File: src/rtl/usb_host_token_tx_if.sv
// Request/line bundle for the USB full-speed host token transmitter.
interface usb_host_token_tx_if;
  logic        start;
  logic [3:0]  pid;
  logic [6:0]  addr;
  logic [3:0]  endp;
  logic [10:0] frame_number;
  logic        dplus_out;
  logic        dminus_out;
  logic        busy;
  logic        done;

  modport master (
    output start, pid, addr, endp, frame_number,
    input  dplus_out, dminus_out, busy, done
  );

  modport slave (
    input  start, pid, addr, endp, frame_number,
    output dplus_out, dminus_out, busy, done
  );
endinterface

File: src/rtl/usb_host_token_tx.sv
// USB full-speed host token transmitter: SYNC/PID/FIELD/CRC5 with NRZI, bit stuffing and EOP.
// Define USB_HOST_TX_SOF_EN to send frame_number as FIELD for SOF tokens.
module usb_host_token_tx #(
  parameter int CLKS_PER_BIT = 8
) (
  input logic                 clk,
  input logic                 n_rst,
  usb_host_token_tx_if.slave  bus
);
  localparam int TW = $clog2(CLKS_PER_BIT);
  localparam logic [TW-1:0] T_LAST = TW'(CLKS_PER_BIT - 1);

  typedef enum logic [2:0] {
    S_IDLE, S_SYNC, S_PID, S_FIELD, S_CRC, S_EOP_SE0, S_EOP_J
  } state_t;

  state_t        state_q, state_d;
  logic [3:0]    idx_q, idx_d;
  logic [TW-1:0] timer_q, timer_d;
  logic [2:0]    ones_q, ones_d;
  logic [4:0]    crc_q, crc_d;
  logic [3:0]    pid_q, pid_d;
  logic [10:0]   field_q, field_d;
  logic          dp_q, dp_d, dm_q, dm_d;
  logic          busy_q, busy_d, done_q, done_d;

  state_t        nstate;
  logic [3:0]    nidx;
  logic          raw;
  logic [7:0]    pid_byte;
  logic [10:0]   field_sel;
  logic          data_state;

`ifdef USB_HOST_TX_SOF_EN
  assign field_sel = (bus.pid == 4'b0101) ? bus.frame_number : {bus.endp, bus.addr};
`else
  logic unused_frame;
  assign unused_frame = ^bus.frame_number;
  assign field_sel    = {bus.endp, bus.addr};
`endif

  assign pid_byte   = {~pid_q, pid_q};
  assign data_state = (state_q == S_SYNC) || (state_q == S_PID) ||
                      (state_q == S_FIELD) || (state_q == S_CRC);

  // state_q/idx_q name the raw bit last sent; a stuffed bit leaves them unchanged
  always_comb begin
    nstate = state_q;
    nidx   = idx_q + 4'd1;
    case (state_q)
      S_SYNC:    if (idx_q == 4'd7)  begin nstate = S_PID;     nidx = '0; end
      S_PID:     if (idx_q == 4'd7)  begin nstate = S_FIELD;   nidx = '0; end
      S_FIELD:   if (idx_q == 4'd10) begin nstate = S_CRC;     nidx = '0; end
      S_CRC:     if (idx_q == 4'd4)  begin nstate = S_EOP_SE0; nidx = '0; end
      S_EOP_SE0: if (idx_q == 4'd1)  begin nstate = S_EOP_J;   nidx = '0; end
      default:   begin nstate = S_IDLE; nidx = '0; end
    endcase
  end

  always_comb begin
    case (nstate)
      S_SYNC:  raw = (nidx == 4'd7);
      S_PID:   raw = pid_byte[nidx[2:0]];
      S_FIELD: raw = field_q[nidx];
      S_CRC:   raw = ~crc_q[3'd4 - nidx[2:0]];
      default: raw = 1'b1;
    endcase
  end

  always_comb begin
    state_d = state_q;
    idx_d   = idx_q;
    timer_d = timer_q;
    ones_d  = ones_q;
    crc_d   = crc_q;
    pid_d   = pid_q;
    field_d = field_q;
    dp_d    = dp_q;
    dm_d    = dm_q;
    busy_d  = busy_q;
    done_d  = 1'b0;
    if (state_q == S_IDLE) begin
      if (bus.start) begin
        state_d = S_SYNC;
        idx_d   = '0;
        timer_d = '0;
        ones_d  = '0;
        crc_d   = '1;
        pid_d   = bus.pid;
        field_d = field_sel;
        busy_d  = 1'b1;
        dp_d    = 1'b0;
        dm_d    = 1'b1;
      end
    end else if (timer_q != T_LAST) begin
      timer_d = timer_q + 1'b1;
    end else begin
      timer_d = '0;
      if (data_state && ones_q == 3'd6) begin
        dp_d   = ~dp_q;
        dm_d   = dp_q;
        ones_d = '0;
      end else begin
        state_d = nstate;
        idx_d   = nidx;
        case (nstate)
          S_SYNC, S_PID, S_FIELD, S_CRC: begin
            if (!raw) begin
              dp_d = ~dp_q;
              dm_d = dp_q;
            end
            ones_d = raw ? ones_q + 3'd1 : 3'd0;
            if (nstate == S_FIELD)
              crc_d = {crc_q[3:0], 1'b0} ^ ((crc_q[4] ^ raw) ? 5'b00101 : 5'b00000);
          end
          S_EOP_SE0: begin dp_d = 1'b0; dm_d = 1'b0; end
          S_EOP_J:   begin dp_d = 1'b1; dm_d = 1'b0; end
          default: begin
            dp_d   = 1'b1;
            dm_d   = 1'b0;
            busy_d = 1'b0;
            done_d = 1'b1;
          end
        endcase
      end
    end
  end

  always_ff @(posedge clk or negedge n_rst) begin
    if (!n_rst) begin
      state_q <= S_IDLE;
      idx_q   <= '0;
      timer_q <= '0;
      ones_q  <= '0;
      crc_q   <= '1;
      pid_q   <= '0;
      field_q <= '0;
      dp_q    <= 1'b1;
      dm_q    <= 1'b0;
      busy_q  <= 1'b0;
      done_q  <= 1'b0;
    end else begin
      state_q <= state_d;
      idx_q   <= idx_d;
      timer_q <= timer_d;
      ones_q  <= ones_d;
      crc_q   <= crc_d;
      pid_q   <= pid_d;
      field_q <= field_d;
      dp_q    <= dp_d;
      dm_q    <= dm_d;
      busy_q  <= busy_d;
      done_q  <= done_d;
    end
  end

  assign bus.dplus_out  = dp_q;
  assign bus.dminus_out = dm_q;
  assign bus.busy       = busy_q;
  assign bus.done       = done_q;
endmodule

File: src/flat_wrapper.sv
// flat-port wrapper written by rule: the top's interface ports become plain ports
module usb_host_token_tx_flat 
#(
  parameter int CLKS_PER_BIT = 8
)
  (clk, n_rst, bus_start, bus_pid, bus_addr, bus_endp, bus_frame_number, bus_dplus_out, bus_dminus_out, bus_busy, bus_done);
  usb_host_token_tx_if bus_i ();
  input logic clk;
  input logic n_rst;
  input wire logic [$bits(bus_i.start)-1:0] bus_start;
  input wire logic [$bits(bus_i.pid)-1:0] bus_pid;
  input wire logic [$bits(bus_i.addr)-1:0] bus_addr;
  input wire logic [$bits(bus_i.endp)-1:0] bus_endp;
  input wire logic [$bits(bus_i.frame_number)-1:0] bus_frame_number;
  output wire logic [$bits(bus_i.dplus_out)-1:0] bus_dplus_out;
  output wire logic [$bits(bus_i.dminus_out)-1:0] bus_dminus_out;
  output wire logic [$bits(bus_i.busy)-1:0] bus_busy;
  output wire logic [$bits(bus_i.done)-1:0] bus_done;
  assign bus_i.start = bus_start;
  assign bus_i.pid = bus_pid;
  assign bus_i.addr = bus_addr;
  assign bus_i.endp = bus_endp;
  assign bus_i.frame_number = bus_frame_number;
  assign bus_dplus_out = bus_i.dplus_out;
  assign bus_dminus_out = bus_i.dminus_out;
  assign bus_busy = bus_i.busy;
  assign bus_done = bus_i.done;
  usb_host_token_tx #(.CLKS_PER_BIT(CLKS_PER_BIT)) u_core (.clk(clk), .n_rst(n_rst), .bus(bus_i));
endmodule
File: config.mk
export PLATFORM = sky130hd
export DESIGN_NAME = usb_host_token_tx_flat
export DESIGN_NICKNAME = d
export VERILOG_FILES = /design/src/rtl/usb_host_token_tx_if.sv /design/src/rtl/usb_host_token_tx.sv /design/src/flat_wrapper.sv
export SDC_FILE = /design/constraint.sdc
export NUM_CORES = 1
export LEC_CHECK = 0
export ABC_AREA = 1
export CAP_MARGIN = 20
export CORE_MARGIN = 1.5
export CORE_UTILIZATION = 60
export CTS_CLUSTER_DIAMETER = 60
export DETAILED_ROUTE_END_ITERATION = 6
export GPL_TIMING_DRIVEN = 1
export PLACE_DENSITY = 0.94
export RECOVER_POWER = 100
export SETUP_SLACK_MARGIN = 0.4
export SYNTH_ARGS = -nofsm -noshare
export SYNTH_HDL_FRONTEND = slang
export SYNTH_SLANG_ARGS = --single-unit
File: constraint.sdc
create_clock -name clk -period 7 [get_ports clk]
set_input_delay 1.05 -clock clk [delete_from_list [all_inputs] [get_ports clk]]
set_output_delay 1.05 -clock clk [all_outputs]
set_load 0.05 [all_outputs]
==> impl_metrics.toml, run 1 <==
[clock_network]
htreeDepth = 2
root_buffer = "clkbuf_8"
cts_inserted_buffers = 5
cts.repair.resized = 0
cts.clk_slew.worst_paths_ps = 70
cts.sinks = 37
tritoncts = "built"
cts_buffer_depth = 2
insertion_delay_ps = 290
ctsHoldBuffers = 0
cts_setup_buffers = 0

[synthesis]
synth_top_family_by_area = "simple AND/OR/NAND/NOR gates"
ys_seq_area_share_pct = 37.00
syn_area_um2 = 2522
synth-simple-area-share_pct = 37.75
synth_xor_xnor_area_share_pct = 0.3472
syn_area_per_cell_um2 = 7.007
ys_seq_elements = 37
yosysWarnings = 0
synth_cell_types = 35
synth_compound_area_share_pct = 10.47
synth_fa_ha_area_share_pct = 5.456
yosys.area.top_type = "dfrtp_1"
synth_top_area_share_pct = 30.75
synth_area_leaders = "dfrtp_1 (31%), nand2_1 (16%), nand3_1 (7.5%), inv_1 (6.8%), dfstp_2 (6.3%)"
synth_mux_area_share_pct = 0
syn_inst = 360
synth_nets = 400

[routing]
drcViolationCount = 0
wl_per_cell_um = 12.50
avgViaCountPerCell = 5.387
wl_um = 5425
ant_nets = 0
first_pass_iters = 5
vias = 2338
drtIter0Drc = 232

[power_and_ir_drop]
p_leak_nw = 1.517
powerDensity_nw_per_um2 = 155.7
ir_drop_mv = 0.1592

[floorplanning]
placementRows = 23
die_h_um = 67.84
core_um2 = 4029
dieWidth_um = 67.84
start_util_pct = 62.61
die-area_um2 = 4602
ioPinCount = 33

[worst_setup_path]
critical_path_class = "reg -> reg"
max_stage_delay_ps = 780
cp_max_fo = 15
path_buf_inv = 4
start_kind = "flip-flop"
worst_setup_path_end_kind = "flip-flop"
crit_top_cell = "nand2_1"
crit_required_ps = 7190
path_cells = "inv_1 > ha_1 > nand3_1 > nand2_1 > nand2_1 > o21bai_1 > inv_1 > ha_1 > inv_1 > nand3_1 > nor2_1 > nor2_1 > nand2_1 > nand2_2 > nor2_1 > nand2_2 > inv_1 > nor2_1 > nand2_1 > nand2_2 > nand2_1 > nand2_1"
cp_slowest_cell = "o21bai_1"
critical-path-top-delay-family = "simple AND/OR/NAND/NOR gates"
arrival_ps = 3930

[finish]
layout_common_cells = "nand2_1 (110), inv_1 (48), nand3_1 (39), nor2_1 (37), dfrtp_1 (31)"
diodes = 0
stdcell_area_um2 = 2863
syn2layout_area_growth_pct = 13.49
final_common_cell = "nand2_1"
nets = 423
fillers = 311
drive_above_1_share_pct = 9.896

[placed_design]
port_buffers = 21
pre_cts_slack_ps = 3959
dp_hpwl_um = 3855
routabilityCongestion = 0.8950
placed_area_um2 = 2771

[timing]
worst_slew_pin_slew_ps = 1957
setup_violations = 0
slew_headroom_pct = -30.50
rsz0062_at_grt = "no"
post-route-period-util_pct = 53.40
fin_crit_ps = 3738
maxSlewViolCount = 38
skew_ps = 4.253
postLayoutSetupSlackWorst_ps = 3262
finalSetupTns_ps = 0
fmax_ghz = 0.2675
fin_hold_ws_ps = 466.3
hold_viol_final = 0

[global_route]
grt.total_usage_pct = 26.24
grt_pass1_vias = 2144
gr-total-overflow = 0
grt_max_degree = 38
antenna_found_initial = 0
grt_first_pass_wirelength_um = 9114

[status]
status = "complete, but fails checks"
violations = "capacitance limit, slew limit"

[run]
max_cap_viol_count = 1

[worst_hold_path]
hold_path.class = "reg -> reg"
[synth_stat cells, drive strengths merged]
cell type,number
nand4,3
a22oi,1
a22o,1
nor2,41
nand3,43
clkinv,1
o211ai,2
a21oi,6
a32o,1
o21ai,28
o21bai,1
clkbuf,4
o31ai,1
dfstp,6
or2,1
nor3,2
nor3b,1
buf,2
inv,51
ha,11
nand3b,1
a211oi,1
dfrtp,31
xnor2,1
nand2,119
[flip-flops by register name, indices dropped and copies added (netlist names)]
name,count
u_core.crc_q,5
u_core.state_q,3
u_core.bus.dminus_out,1
u_core.pid_q,4
u_core.field_q,11
u_core.bus.done,1
u_core.idx_q,4
u_core.bus.dplus_out,1
u_core.ones_q,3
u_core.timer_q,3
u_core.bus.busy,1
[tightest hold or removal path, delay by kind of cell, from the launching register on]
family | cells | cell delay [ps]
flip-flops | 1 | 340
AND/OR/NAND/NOR | 2 | 100
[worst paths after layout]
check / slack (ps) / end / startpoint / depth (start not counted)
setup / recovery: 3260 / u_core.bus.dminus_out / u_core.idx_q[0] / 22
hold / removal: 470 / u_core.bus.dminus_out / u_core.bus.dminus_out / 2
setup reg to reg: 3260 / u_core.bus.dminus_out / u_core.idx_q[0] / 22
hold reg to reg: 470 / u_core.bus.dminus_out / u_core.bus.dminus_out / 2
max in group asynchronous: 4040 / u_core.field_q[8] / n_rst / 2
min in group asynchronous: 1830 / u_core.ones_q[1] / n_rst / 2
[per-stage QoR]
stage	cells	total power, mW	utilization (%)
finish	434	0.4457	71.06
global route	434	0.4555	71.06
CTS	434	0.4473	72.11
detailed placement	426	0.2319	68.79
global placement	426	0.2316	68.79
floorplan	360	0.2179	-
[report_power, final]
part / switching (mW) / internal [mW] / total, mW
Sequential: 0 / 0.214 / 0.214
Clock: 0.0770 / 0.141 / 0.218
Combinational: 0.00526 / 0.00805 / 0.0133
[layer usage]
metal | track usage [%] | vias to the layer above | routed length, um
met2 | 44.98 | 64 | 2689
met4 | 9.750 | 0 | 65
li1 | - | 1189 | -
met5 | 0 | - | 0
met3 | 5.263 | 7 | 268
met1 | 32.80 | 1078 | 2401
[cell type report]
cell class	count	area, um^2	area share, %
clock buffers	5	68.82	2.404
clock inverters	3	65.06	2.273
inverters	52	195.2	6.818
multi-input cells	265	1324	46.24
flip-flops and latches	37	933.4	32.60
well taps	50	62.56	2.185
repair buffers	22	214.0	7.474
[logic make-up after synthesis]
kind of cell,after synthesis
XOR/XNOR,1
flip-flops,37
buffers and inverters,58
AND/OR/NAND/NOR,211
AO/OA/AOI/OAI,42
adder cells (fa/ha/maj),11
Note: power is estimated with default switching activity, not from simulation.
==> inputs of run 2 (changes only) <==
- CORE_UTILIZATION: 60 -> 55
- PLACE_DENSITY: 0.94 -> 0.88
- clock period: 7 -> 3.5 ns (I/O delays scaled with it)
==> run 2 against run 1 <==
Compared with the run above:
- the run now ends clean
- clock power up 40%
- wire length down 7.7%
- highest routed layer unchanged
- via count down 0.98%
- utilization down 5.7 points
- critical path type unchanged
- register-to-register slack worse by 2700 ps
==> impl_metrics.toml, run 2 (synthesized netlist as in run 1, its figures left out) <==
[status]
status = "finished, final reports clean"

[timing]
fmax_ghz = 0.3369
rsz0062_at_grt = "no"
finalSetupTns_ps = 0
postLayoutSetupSlackWorst_ps = 531.7
skew_ps = 7.978
maxSlewViolCount = 0
worst_slew_pin_slew_ps = 921.1
post-route-period-util_pct = 84.81
hold_viol_final = 0
fin_crit_ps = 2968
setup_violations = 0
slew_headroom_pct = 38.39

[finish]
largest_register_ff_count = 11
nets = 426
final_common_cell = "nand2_1"
diodes = 0
final_util_pct = 65.38
largest-register = "u_core.field_q"
top_regs = "u_core.field_q: 11 flops, u_core.crc_q: 5 flops"
seq_area_um2 = 933.4
fillers = 361
drive_above_1_share_pct = 10.85
layout_common_cells = "nand2_1 (108), inv_1 (48), nand3_1 (38), nor2_1 (37), dfrtp_1 (31)"
multi_input_area_um2 = 1350
syn2layout_area_growth_pct = 13.64

[worst_hold_path]
hold-path-cell-count = 2
hold_path.class = "reg -> reg"
min_to = "u_core.bus.dminus_out"
min_from = "u_core.bus.dminus_out"

[worst_setup_path]
r2r_start = "u_core.idx_q[1]"
crit_required_ps = 3680
arrival_ps = 3150
rrSetupSlack_ps = 530
critical_path_class = "reg -> reg"
start_kind = "flip-flop"
worst_setup_path_end_kind = "flip-flop"
reg2reg_depth = 23
cp_max_fo = 5
reg2reg_to = "u_core.bus.dminus_out"

[power_and_ir_drop]
p_total_mw = 0.7602
ir_drop_mv = 0.2871
p_leak_nw = 1.513
powerDensity_nw_per_um2 = 265.2

[global_route]
grt_pass1_vias = 2109
grt_first_pass_wirelength_um = 8963
gr-total-overflow = 0
grt.total_usage_pct = 22.04
antenna_found_initial = 0
grt_max_degree = 26

[floorplanning]
die-area_um2 = 5001
die_h_um = 70.72
start_util_pct = 57.53
dieWidth_um = 70.72
placementRows = 24
ioPinCount = 33
core_um2 = 4384

[routing]
vias = 2315
first_pass_iters = 4
ant_nets = 0
drtIter0Drc = 189
wl_um = 5008
avgViaCountPerCell = 5.273
drcViolationCount = 0
wl_per_cell_um = 11.41

[placed_design]
port_buffers = 21
routabilityCongestion = 0.9363
pre_cts_slack_ps = 671.4
dp_hpwl_um = 3834

[clock_network]
tritoncts = "built"
cts.sinks = 37
cts_inserted_buffers = 5
insertion_delay_ps = 290
root_buffer = "clkbuf_8"
cts.repair.resized = 0
cts.clk_slew.worst_paths_ps = 70
htreeDepth = 2
cts_buffer_depth = 2

[run]
max_cap_viol_count = 0
## run 2: cell type report
class | instances | share of cell area (%)
well taps | 52 | 2.270
flip-flops and latches | 37 | 32.56
inverters | 52 | 6.809
repair buffers | 25 | 8.119
multi-input cells | 265 | 47.10
clock buffers | 8 | 3.143
## run 2: power by group
part,internal [mW],total [mW],switching (mW),leakage [nW]
sequential,0.428,0.428,0,0.439
combinational,0.0166,0.0271,0.0105,1.03
clock,0.160,0.305,0.145,0.0455
total,0.605,0.760,0.155,1.51
## run 2: stage by stage
stage                     std cells  instance area (um^2)  hold slack (ps)
after floorplan                 360                  2522            229.4
after global placement          430                  2789            456.4
after detailed placement        430                  2789            466.5
after CTS                       438                  2879            481.4
after global routing            439                  2867            505.6
final                           439                  2867            466.6
## run 2: worst max path at each step
| stage | startpoint | cells after the start | end |
|---|---|---|---|
| 6_report | u_core.idx_q[1] | 23 | u_core.bus.dminus_out |
| 5_1_grt | u_core.idx_q[1] | 23 | u_core.bus.dminus_out |
| 3_3_place_gp | u_core.idx_q[1] | 23 | u_core.bus.dminus_out |
| 2_1_floorplan | u_core.idx_q[0] | 23 | u_core.bus.dminus_out |
| 4_1_cts | u_core.idx_q[1] | 23 | u_core.bus.dminus_out |
| 3_5_place_dp | u_core.idx_q[1] | 23 | u_core.bus.dminus_out |
## run 2: metal layers
layer / vias to the layer above / GRT usage, % / wire [um]
met3: 6 / 4.131 / 221
met1: 1071 / 30.46 / 2340
met2: 40 / 34.58 / 2374
li1: 1198 / - / -
met4: 0 / 8.595 / 72
met5: - / 0 / 0
## run 2: what timing repair did
item / CTS / global route
endpoints found under the setup margin: 0 / 1
hold buffers: 0 / 0
setup buffers: 0 / 1
## run 2: worst max-delay path, cell delays in order, from the launching register on
cell and delay (ps):
dfrtp_1 430, inv_1 100, ha_1 220, inv_1 70, o21ai_0 160, nand2_1 70, nand2_1 120, nor2_1 70
nor2_1 210, ha_1 280, inv_1 90, nand3_2 70, nor2_1 110, nor2_1 40, nand2_1 70, nand2_2 40
nor2_1 190, nand2_2 100, inv_1 120, nor2_4 50, nand2_2 70, nand2_1 70, nand2_1 60, nand2_1 40
==> inputs of run 3 (changes only) <==
- clock period: 3.5 -> 2.8 ns (I/O delays scaled with it)
==> run 3 against run 2 <==
Compared with the run above:
- the flow now finishes with violations (capacitance limit, slew limit)
- critical path type unchanged
- power grew 29%
- clock skew shrank 4.4 ps
- final cell count grew 2.7%
- register-to-register slack lost 370 ps
- sequential cell count is the same
- wire length grew 19%
- non-clock buffer count grew 12
- count of clock-buffer cells in the layout shrank 1
- critical endpoint unchanged
- utilization grew 6.3 points
- sequential power grew 25%
==> impl_metrics.toml, run 3 (synthesized netlist as in run 1, its figures left out) <==
[status]
status = "complete, but fails checks"
violations = "capacitance limit, slew limit"

[finish]
fillers = 333
diodes = 0
top_regs = "u_core.field_q: 11 flops, u_core.crc_q: 5 flops"
syn2layout_area_growth_pct = 24.65
stdcell_area_um2 = 3144
largest_register_ff_count = 11
final_cells = 451
final_common_cell = "nand2_1"
layout_common_cells = "nand2_1 (105), inv_1 (40), nand3_1 (32), nor2_1 (30), dfrtp_1 (27)"
nets = 438
drive_above_1_share_pct = 23.06
largest-register = "u_core.field_q"

[worst_setup_path]
critPathLaunch = "u_core.state_q[0]"
cp.depth = 22
cp_max_fo = 5
crit_required_ps = 2990
cp_slowest_cell = "dfrtp_1"
reg2reg_depth = 22
rrSetupSlack_ps = 170
max_stage_delay_ps = 430
worst_setup_path_end_kind = "flip-flop"
r2r_start = "u_core.state_q[0]"
path_cells = "inv_1 > nand2_1 > nor2_2 > nand3_1 > nand2_2 > nor2_4 > nor2_4 > ha_4 > inv_2 > nand3_2 > nor2_1 > nor2_1 > nand2_1 > nand2_2 > nor2_4 > nand2_2 > inv_2 > nor2_4 > nand2_2 > nand2_2 > nand2_1 > nand2_1"
critical_path_class = "reg -> reg"
path_buf_inv = 3
start_kind = "flip-flop"
crit_top_cell = "nand2_2"
endpoint = "u_core.bus.dminus_out"
arrival_ps = 2830
reg2reg_to = "u_core.bus.dminus_out"
critical-path-top-delay-family = "simple AND/OR/NAND/NOR gates"

[timing]
fmax_ghz = 0.3797
postLayoutSetupSlackWorst_ps = 166.6
fin_crit_ps = 2633
slew_headroom_pct = -26.75
worst_slew_pin_slew_ps = 1901
rsz0062_at_grt = "yes"
hold_viol_final = 0
maxSlewViolCount = 38
setup_violations = 0
post-route-period-util_pct = 94.05
skew_ps = 3.567
finalSetupTns_ps = 0

[global_route]
grt_max_degree = 38
grt.total_usage_pct = 25.82
antenna_found_initial = 0
grt_pass1_vias = 2393
grt_first_pass_wirelength_um = 10410
gr-total-overflow = 0

[placed_design]
routabilityCongestion = 0.9377
placed_area_um2 = 2878
dp_hpwl_um = 4172
pre_cts_slack_ps = 125.0
port_buffers = 21
dp.cells = 430

[floorplanning]
ioPinCount = 33
core_um2 = 4384
die_h_um = 70.72
dieWidth_um = 70.72
start_util_pct = 57.53
die-area_um2 = 5001
placementRows = 24

[worst_hold_path]
hold_path.class = "reg -> reg"

[clock_network]
root_buffer = "clkbuf_8"
cts_inserted_buffers = 5
cts.sinks = 37
cts.clk_slew.worst_paths_ps = 70
cts_buffer_depth = 2
htreeDepth = 2
tritoncts = "built"
insertion_delay_ps = 300

[routing]
first_pass_iters = 5
avgViaCountPerCell = 5.395
vias = 2433
wl_um = 5964
ant_nets = 0
wl_per_cell_um = 13.22
drtIter0Drc = 142
drcViolationCount = 0

[run]
max_cap_viol_count = 1

[power_and_ir_drop]
ir_drop_mv = 0.3873
p_leak_nw = 1.574
powerDensity_nw_per_um2 = 311.6
run 3: cell types whose count changed in the layout (fill, tap and decap cells not counted), sizes merged:
cell	delta
clkbuf	-1
clkinv	+1
dlygate4sd3	-1
buf	+13
run 3: layer usage:
metal  GRT usage, %  part of all wire [%]
met2          42.89                    51
met4          11.32                   1.6
met5              0                     0
met3          5.128                   4.7
met1          32.81                    43
run 3: final cells by class:
type / count / area [um^2] / share of cell area, %
clock buffer: 7 / 96.34 / 3.064
timing repair buffer: 37 / 324.1 / 10.31
inverter: 52 / 200.2 / 6.367
clock inverter: 1 / 5.005 / 0.1592
sequential: 37 / 938.4 / 29.84
multi-input combinational: 265 / 1515 / 48.19
tap: 52 / 65.06 / 2.069
run 3: worst min-delay path: stages, from the launching register on:
cell and delay (ps):
dfrtp_1 340, nand2_1 50, nand2_1 50
run 3: through the flow:
stage	hold slack (ps)	util (%)	power (mW)
global placement	456.4	65.64	0.5774
finish	464.1	71.72	0.9797
CTS	236.0	70.69	0.9872
floorplan	124.4	-	0.5447
global route	491.7	71.72	1.005
detailed placement	458.4	65.64	0.5783
run 3: repair_timing:
action | in CTS | in global routing
pin swaps | 7 | 6
hold buffers | 0 | 0
gates resized for setup | 16 | 10
endpoints found under the setup margin | 10 | 17
endpoints found under the hold margin | 0 | 0
setup buffers | 10 | 3
run 3: worst min path at each step:
stage | start | to | slack (ps) | cells after the start
floorplan | n_rst | u_core.bus.busy | 120 | 0
CTS | n_rst | u_core.ones_q[1] | 240 | 1
detailed placement | u_core.bus.dminus_out | u_core.bus.dminus_out | 460 | 2
global route | u_core.bus.dminus_out | u_core.bus.dminus_out | 490 | 2
global placement | u_core.bus.dminus_out | u_core.bus.dminus_out | 460 | 2
finish | u_core.bus.dminus_out | u_core.bus.dminus_out | 460 | 2
run 3: where the power goes:
part	switching (mW)	total, mW	leakage (nW)	internal (mW)
clock network	0.190	0.413	0.0542	0.222
logic	0.0128	0.0323	1.08	0.0195
registers	0	0.535	0.435	0.535
total	0.203	0.980	1.57	0.776
